**config.mk**
```make
export PLATFORM = sky130hd
export DESIGN_NAME = n64_transmit_bit_byte
export DESIGN_NICKNAME = d
export VERILOG_FILES = /design/src/rtl/n64_transmit_bit_byte.sv
export SDC_FILE = /design/constraint.sdc
export NUM_CORES = 1
export LEC_CHECK = 0
export CAP_MARGIN = 20
export CORE_MARGIN = 2
export CORE_UTILIZATION = 59
export CTS_BUF_LIST = sky130_fd_sc_hd__clkbuf_4 sky130_fd_sc_hd__clkbuf_8 sky130_fd_sc_hd__clkbuf_16
export CTS_CLUSTER_DIAMETER = 200
export CTS_CLUSTER_SIZE = 8
export DETAILED_ROUTE_END_ITERATION = 6
export PLACE_DENSITY = 0.83
export SLEW_MARGIN = 10
export SYNTH_ARGS = -nofsm -noshare
export SYNTH_HDL_FRONTEND = slang
export SYNTH_SLANG_ARGS = --single-unit
```
**constraint.sdc**
```tcl
create_clock -name sys_clk -period 4.7 [get_ports sys_clk]
set_clock_uncertainty 0.15 [all_clocks]
set_input_delay 0.47 -clock sys_clk [delete_from_list [all_inputs] [get_ports sys_clk]]
set_output_delay 0.47 -clock sys_clk [all_outputs]
set_load 0.05 [all_outputs]
```
**src/rtl/n64_transmit_bit_byte.sv**
```systemverilog
// N64 single-wire serializer: one protocol symbol or one MSB-first byte.
// Build option N64_TX_CONSOLE_STOP_EN: digit 10 sends the short console stop.
module n64_transmit_bit_byte #(
    parameter int US_TICKS = 50
) (
    input  logic       sys_clk,
    input  logic       sys_rst_n,
    input  logic       byte_trigger,
    input  logic [7:0] byte_data,
    input  logic       bit_trigger,
    input  logic [1:0] digit,
    output logic       n64d,
    output logic       transmitting
);

    localparam int PW = $clog2(4 * US_TICKS);
    typedef logic [PW-1:0] phase_t;

    localparam phase_t U1 = phase_t'(US_TICKS - 1);
    localparam phase_t U2 = phase_t'(2 * US_TICKS - 1);
    localparam phase_t U3 = phase_t'(3 * US_TICKS - 1);

    typedef enum logic [1:0] {
        IDLE,
        LOW,
        HIGH
    } state_t;

    state_t     state, state_n;
    phase_t     phase, phase_n;
    logic [6:0] shreg, shreg_n;
    logic [1:0] sym, sym_n;
    logic [2:0] left, left_n;
    logic       n64d_n, busy_n;
    phase_t     low_last, high_last;

    // Phase lengths of the symbol currently on the line, as last count index.
    always_comb begin
        low_last  = U2;
        high_last = U2;
        unique case (sym)
            2'b00: begin
                low_last  = U3;
                high_last = U1;
            end
            2'b01: begin
                low_last  = U1;
                high_last = U3;
            end
            2'b11: begin
                low_last  = U2;
                high_last = U2;
            end
            2'b10: begin
`ifdef N64_TX_CONSOLE_STOP_EN
                low_last  = U1;
`else
                low_last  = U2;
`endif
                high_last = U2;
            end
        endcase
    end

    always_comb begin
        state_n = state;
        phase_n = phase;
        shreg_n = shreg;
        sym_n   = sym;
        left_n  = left;
        n64d_n  = n64d;
        busy_n  = transmitting;
        unique case (state)
            IDLE: begin
                n64d_n = 1'b1;
                busy_n = 1'b0;
                if (byte_trigger) begin
                    shreg_n = byte_data[6:0];
                    sym_n   = {1'b0, byte_data[7]};
                    left_n  = 3'd7;
                    phase_n = '0;
                    state_n = LOW;
                    n64d_n  = 1'b0;
                    busy_n  = 1'b1;
                end else if (bit_trigger) begin
                    sym_n   = digit;
                    left_n  = 3'd0;
                    phase_n = '0;
                    state_n = LOW;
                    n64d_n  = 1'b0;
                    busy_n  = 1'b1;
                end
            end
            LOW: begin
                if (phase == low_last) begin
                    phase_n = '0;
                    state_n = HIGH;
                    n64d_n  = 1'b1;
                end else begin
                    phase_n = phase + 1'b1;
                end
            end
            HIGH: begin
                if (phase == high_last) begin
                    phase_n = '0;
                    if (left != 3'd0) begin
                        left_n  = left - 3'd1;
                        sym_n   = {1'b0, shreg[6]};
                        shreg_n = {shreg[5:0], 1'b0};
                        state_n = LOW;
                        n64d_n  = 1'b0;
                    end else begin
                        state_n = IDLE;
                        n64d_n  = 1'b1;
                        busy_n  = 1'b0;
                    end
                end else begin
                    phase_n = phase + 1'b1;
                end
            end
            default: begin
                state_n = IDLE;
                n64d_n  = 1'b1;
                busy_n  = 1'b0;
            end
        endcase
    end

    always_ff @(posedge sys_clk) begin
        if (!sys_rst_n) begin
            state        <= IDLE;
            phase        <= '0;
            shreg        <= '0;
            sym          <= '0;
            left         <= '0;
            n64d         <= 1'b1;
            transmitting <= 1'b0;
        end else begin
            state        <= state_n;
            phase        <= phase_n;
            shreg        <= shreg_n;
            sym          <= sym_n;
            left         <= left_n;
            n64d         <= n64d_n;
            transmitting <= busy_n;
        end
    end

endmodule

```
==> results.txt <==
The flow ran to the end, and the final reports show no timing, DRC or antenna violations. The synthesized design spends more area on one cell type than any other, namely sky130_fd_sc_hd__dfxtp_1. The max-capacitance violation count came out at 0. The TritonCTS buffer count came out at 3. The die covers 2860 µm². Summing all placed instances gives a cell area of 1610 µm².

STA classifies the critical path endpoint as a flip-flop. The share of the yosys chip area belonging to registers is 33.3%. The number of global-route vias before repair is 1206.

The power density relative to cell area came out at 501 nW/µm². The maximum root-to-sink buffer count is 2. The number of clock sinks came out at 24. The number of DRC violations after detailed routing came out at 0.

The number of detailed-routing iterations run before antenna repair came out at 4. In this run, synthesis inferred 0 flip-flops with an integrated enable. The number of violations reported at the end of detailed-routing iteration 0 is 32.

The area of the placeable core is 2250 µm². Clock-pin slew was measured on the worst setup and hold paths at 0.14 ns. The final number of setup-violating endpoints is 0. Measured on the finished design, the core utilization comes to 73.0%. The number of hold buffers added after cts is 0. The floorplan has 17 rows. The slew at the pin closest to its max-slew limit came out at 0.793 ns. The fraction of met1 tracks used by global routing came out at 31.5%. The clock tree from TritonCTS is done. Before CTS, the worst setup slack after placement is 2.12 ns. The worst pin sits at a relative slew slack of 46.7%. Of the available clock period, the critical path in the final layout requires 54.9%. The die extent in x came out at 53.5 µm.

The average instance in the mapped netlist occupies 8.59 µm². The worst setup margin came out at 2.12 ns. The final critical-path required period is 2.58 ns.

The cell area after synthesis came out at 1440 µm². The area growth from synthesis to layout is 14.1%. The number of unique standard cell types used by synthesis is 42.

The initial cell density of the core is 64.0%. The worst path arrival time is 2.64 ns. The worst setup path is launched from a flip-flop.

The clock network latency to the later pin of the worst-skew pair came out at 0.32 ns. The global-route usage over all layers is 24.6%. For this block, the via count after detailed routing is 1288. The post-CTS repair timing setup buffer count is 0. The post-cts gate resize count is 0.

The half-perimeter wire length after detailed placement came out at 2300 µm. For this run, the number of Yosys warnings is 0. The area fraction of the dominant cell type after synthesis is 33.3%. The global route total overflow came out at 0. The number of levels in the clock H-tree is 1. The final routed wirelength across all metal layers is 3070 µm. The diode insertion count for antenna repair came out at 0.

The leakage power is 0.609 nW. Entering global routing, the biggest net connects 16 pins. Setup repair after global routing left no endpoint under its margin. The number of vias per cell is 6.10. The total of buffers placed on input and output ports came out at 15. Ranked by total cell area, the synthesized netlist is headed by sky130_fd_sc_hd__dfxtp_1 (33%), sky130_fd_sc_hd__mux2i_1 (6.2%), sky130_fd_sc_hd__ha_1 (6.1%). The highest fanout seen on the critical path is 15. The setup TNS is 0 ns. The path category of the worst min-delay check is reg -> reg. In the synthesized netlist, the number of instances is 168. The total number of nets in the final design is 205. Data on the critical path is required at its endpoint by 4.76 ns. The post-layout instance area came out at 1650 µm². The layout cell share with drive strength beyond 1 is 10.4%. The critical path in this run is classified as reg -> reg. The fraction of registers with async set or reset after synthesis is 0%. The power after layout came out at 825 µW. The met2 usage in global routing is 40.7%. The met3 usage in global routing came out at 3.11%.

The flip-flop and latch count after synthesis came out at 24. The most common flop cell mapped by yosys is sky130_fd_sc_hd__dfxtp_1. The antenna violation net count after detailed routing is 0. The number of pins exceeding their max-slew limit in the final report came to 0. Across the VDD grid, the largest voltage drop is 0.000376 V. In this run the most used layer during global routing was met2. The routed wirelength normalized by instance count is 14.5 µm.

The number of placed I/O pins is 16. The number of antenna violations at the first check in global routing came to 0. The die span in y is 53.5 µm.

The number of endpoints with negative hold slack in the final report is 0. The root buffer selected by CTS is sky130_fd_sc_hd__clkbuf_4. The fill cell total of the finished layout is 184. The maximum clock rate is 387 MHz. The weighted congestion at the end of routability-driven global placement is 0.861.

The first global-routing pass estimated 5090 µm of wire. When the netlist entered floorplanning its net count stood at 189.
==> state kept, by name (all words and copies together), names as in the netlist <==
signal	count
sym	2
left	3
phase	8
state	2
shreg	7
transmitting	1
n64d	1
==> final timing paths <==
kind	start	endpoint	slack, ns	depth (start not counted)
max	state[0]$_SDFFE_PN0P_	shreg[6]$_SDFFE_PN0P_	2.12	6
min	shreg[0]$_SDFFE_PN0P_	shreg[0]$_SDFFE_PN0P_	0.32	2
max reg2reg	state[0]$_SDFFE_PN0P_	shreg[6]$_SDFFE_PN0P_	2.12	6
min reg2reg	shreg[0]$_SDFFE_PN0P_	shreg[0]$_SDFFE_PN0P_	0.32	2
==> stage by stage <==
stage               cells  hold WS [ns]
floorplan             168         0.282
global placement      207         0.295
detailed placement    207         0.300
CTS                   211         0.317
global route          211         0.341
finish                211         0.315
==> critical path, cell delays in order (launching register included) <==
cell	delay (ns)
sky130_fd_sc_hd__dfxtp_1	0.36
sky130_fd_sc_hd__inv_1	0.09
sky130_fd_sc_hd__ha_1	0.63
sky130_fd_sc_hd__inv_1	0.23
sky130_fd_sc_hd__o21ai_1	0.69
sky130_fd_sc_hd__mux2i_1	0.27
sky130_fd_sc_hd__nor2_1	0.05
==> area by class of cell <==
class | count | area (µm²) | share of cell area (%)
clock buffers | 4 | 36.3 | 2.21
inverters | 12 | 45.0 | 2.74
multi-input cells | 128 | 898 | 54.6
flip-flops and latches | 24 | 480 | 29.2
well taps | 28 | 35.0 | 2.13
repair buffers | 15 | 150 | 9.13
==> cell families after synthesis <==
family	Yosys count	synth area share, %
fa+ha+maj	7	6.07
simple gates	65	24.5
compound gates	46	24.7
flops	24	33.3
mux	10	7.03
buf+inv	16	4.42
==> power breakdown <==
group,total [mW],switching (mW),internal (mW)
Combinational,0.421,0.255,0.166
Sequential,0.292,0.0376,0.255
Clock,0.111,0.0641,0.0474
Total,0.825,0.356,0.468
==> cell usage after synthesis, types with 3 or more instances <==
cell and count:
sky130_fd_sc_hd__inv_1 12, sky130_fd_sc_hd__mux2i_1 9, sky130_fd_sc_hd__dfxtp_1 24, sky130_fd_sc_hd__nand4_1 3, sky130_fd_sc_hd__clkbuf_1 3, sky130_fd_sc_hd__ha_1 7, sky130_fd_sc_hd__nand2_1 19, sky130_fd_sc_hd__o31ai_1 8
sky130_fd_sc_hd__a21oi_1 9, sky130_fd_sc_hd__nand2b_1 4, sky130_fd_sc_hd__a211oi_1 3, sky130_fd_sc_hd__o21ai_1 4, sky130_fd_sc_hd__nand3_1 14, sky130_fd_sc_hd__nor2_1 11, sky130_fd_sc_hd__o21ai_0 5
==> layer usage <==
| metal | vias up | share of wire (%) | wire (µm) |
|---|---|---|---|
| met4 | 0 | 1.4 | 42 |
| met2 | 30 | 47 | 1440 |
| met1 | 611 | 48 | 1470 |
| met5 | - | 0 | 0 |
| met3 | 5 | 3.9 | 119 |
| li1 | 642 | - | - |
==> cells in the final DEF, fill, tap and decap left out, drive strengths merged, types with 3 or more instances in the layout <==
master / synthesis / final
a211oi: 3 / 3
clkbuf: 3 / 4
nand2: 21 / 21
ha: 7 / 7
nand4: 3 / 3
clkdlybuf4s50: 0 / 15
nand2b: 4 / 4
inv: 12 / 12
dfxtp: 24 / 24
nand3: 14 / 14
a21oi: 11 / 11
nor2: 11 / 11
mux2i: 9 / 9
o31ai: 8 / 8
o21ai: 12 / 12
(Power assumes the default switching activity.)
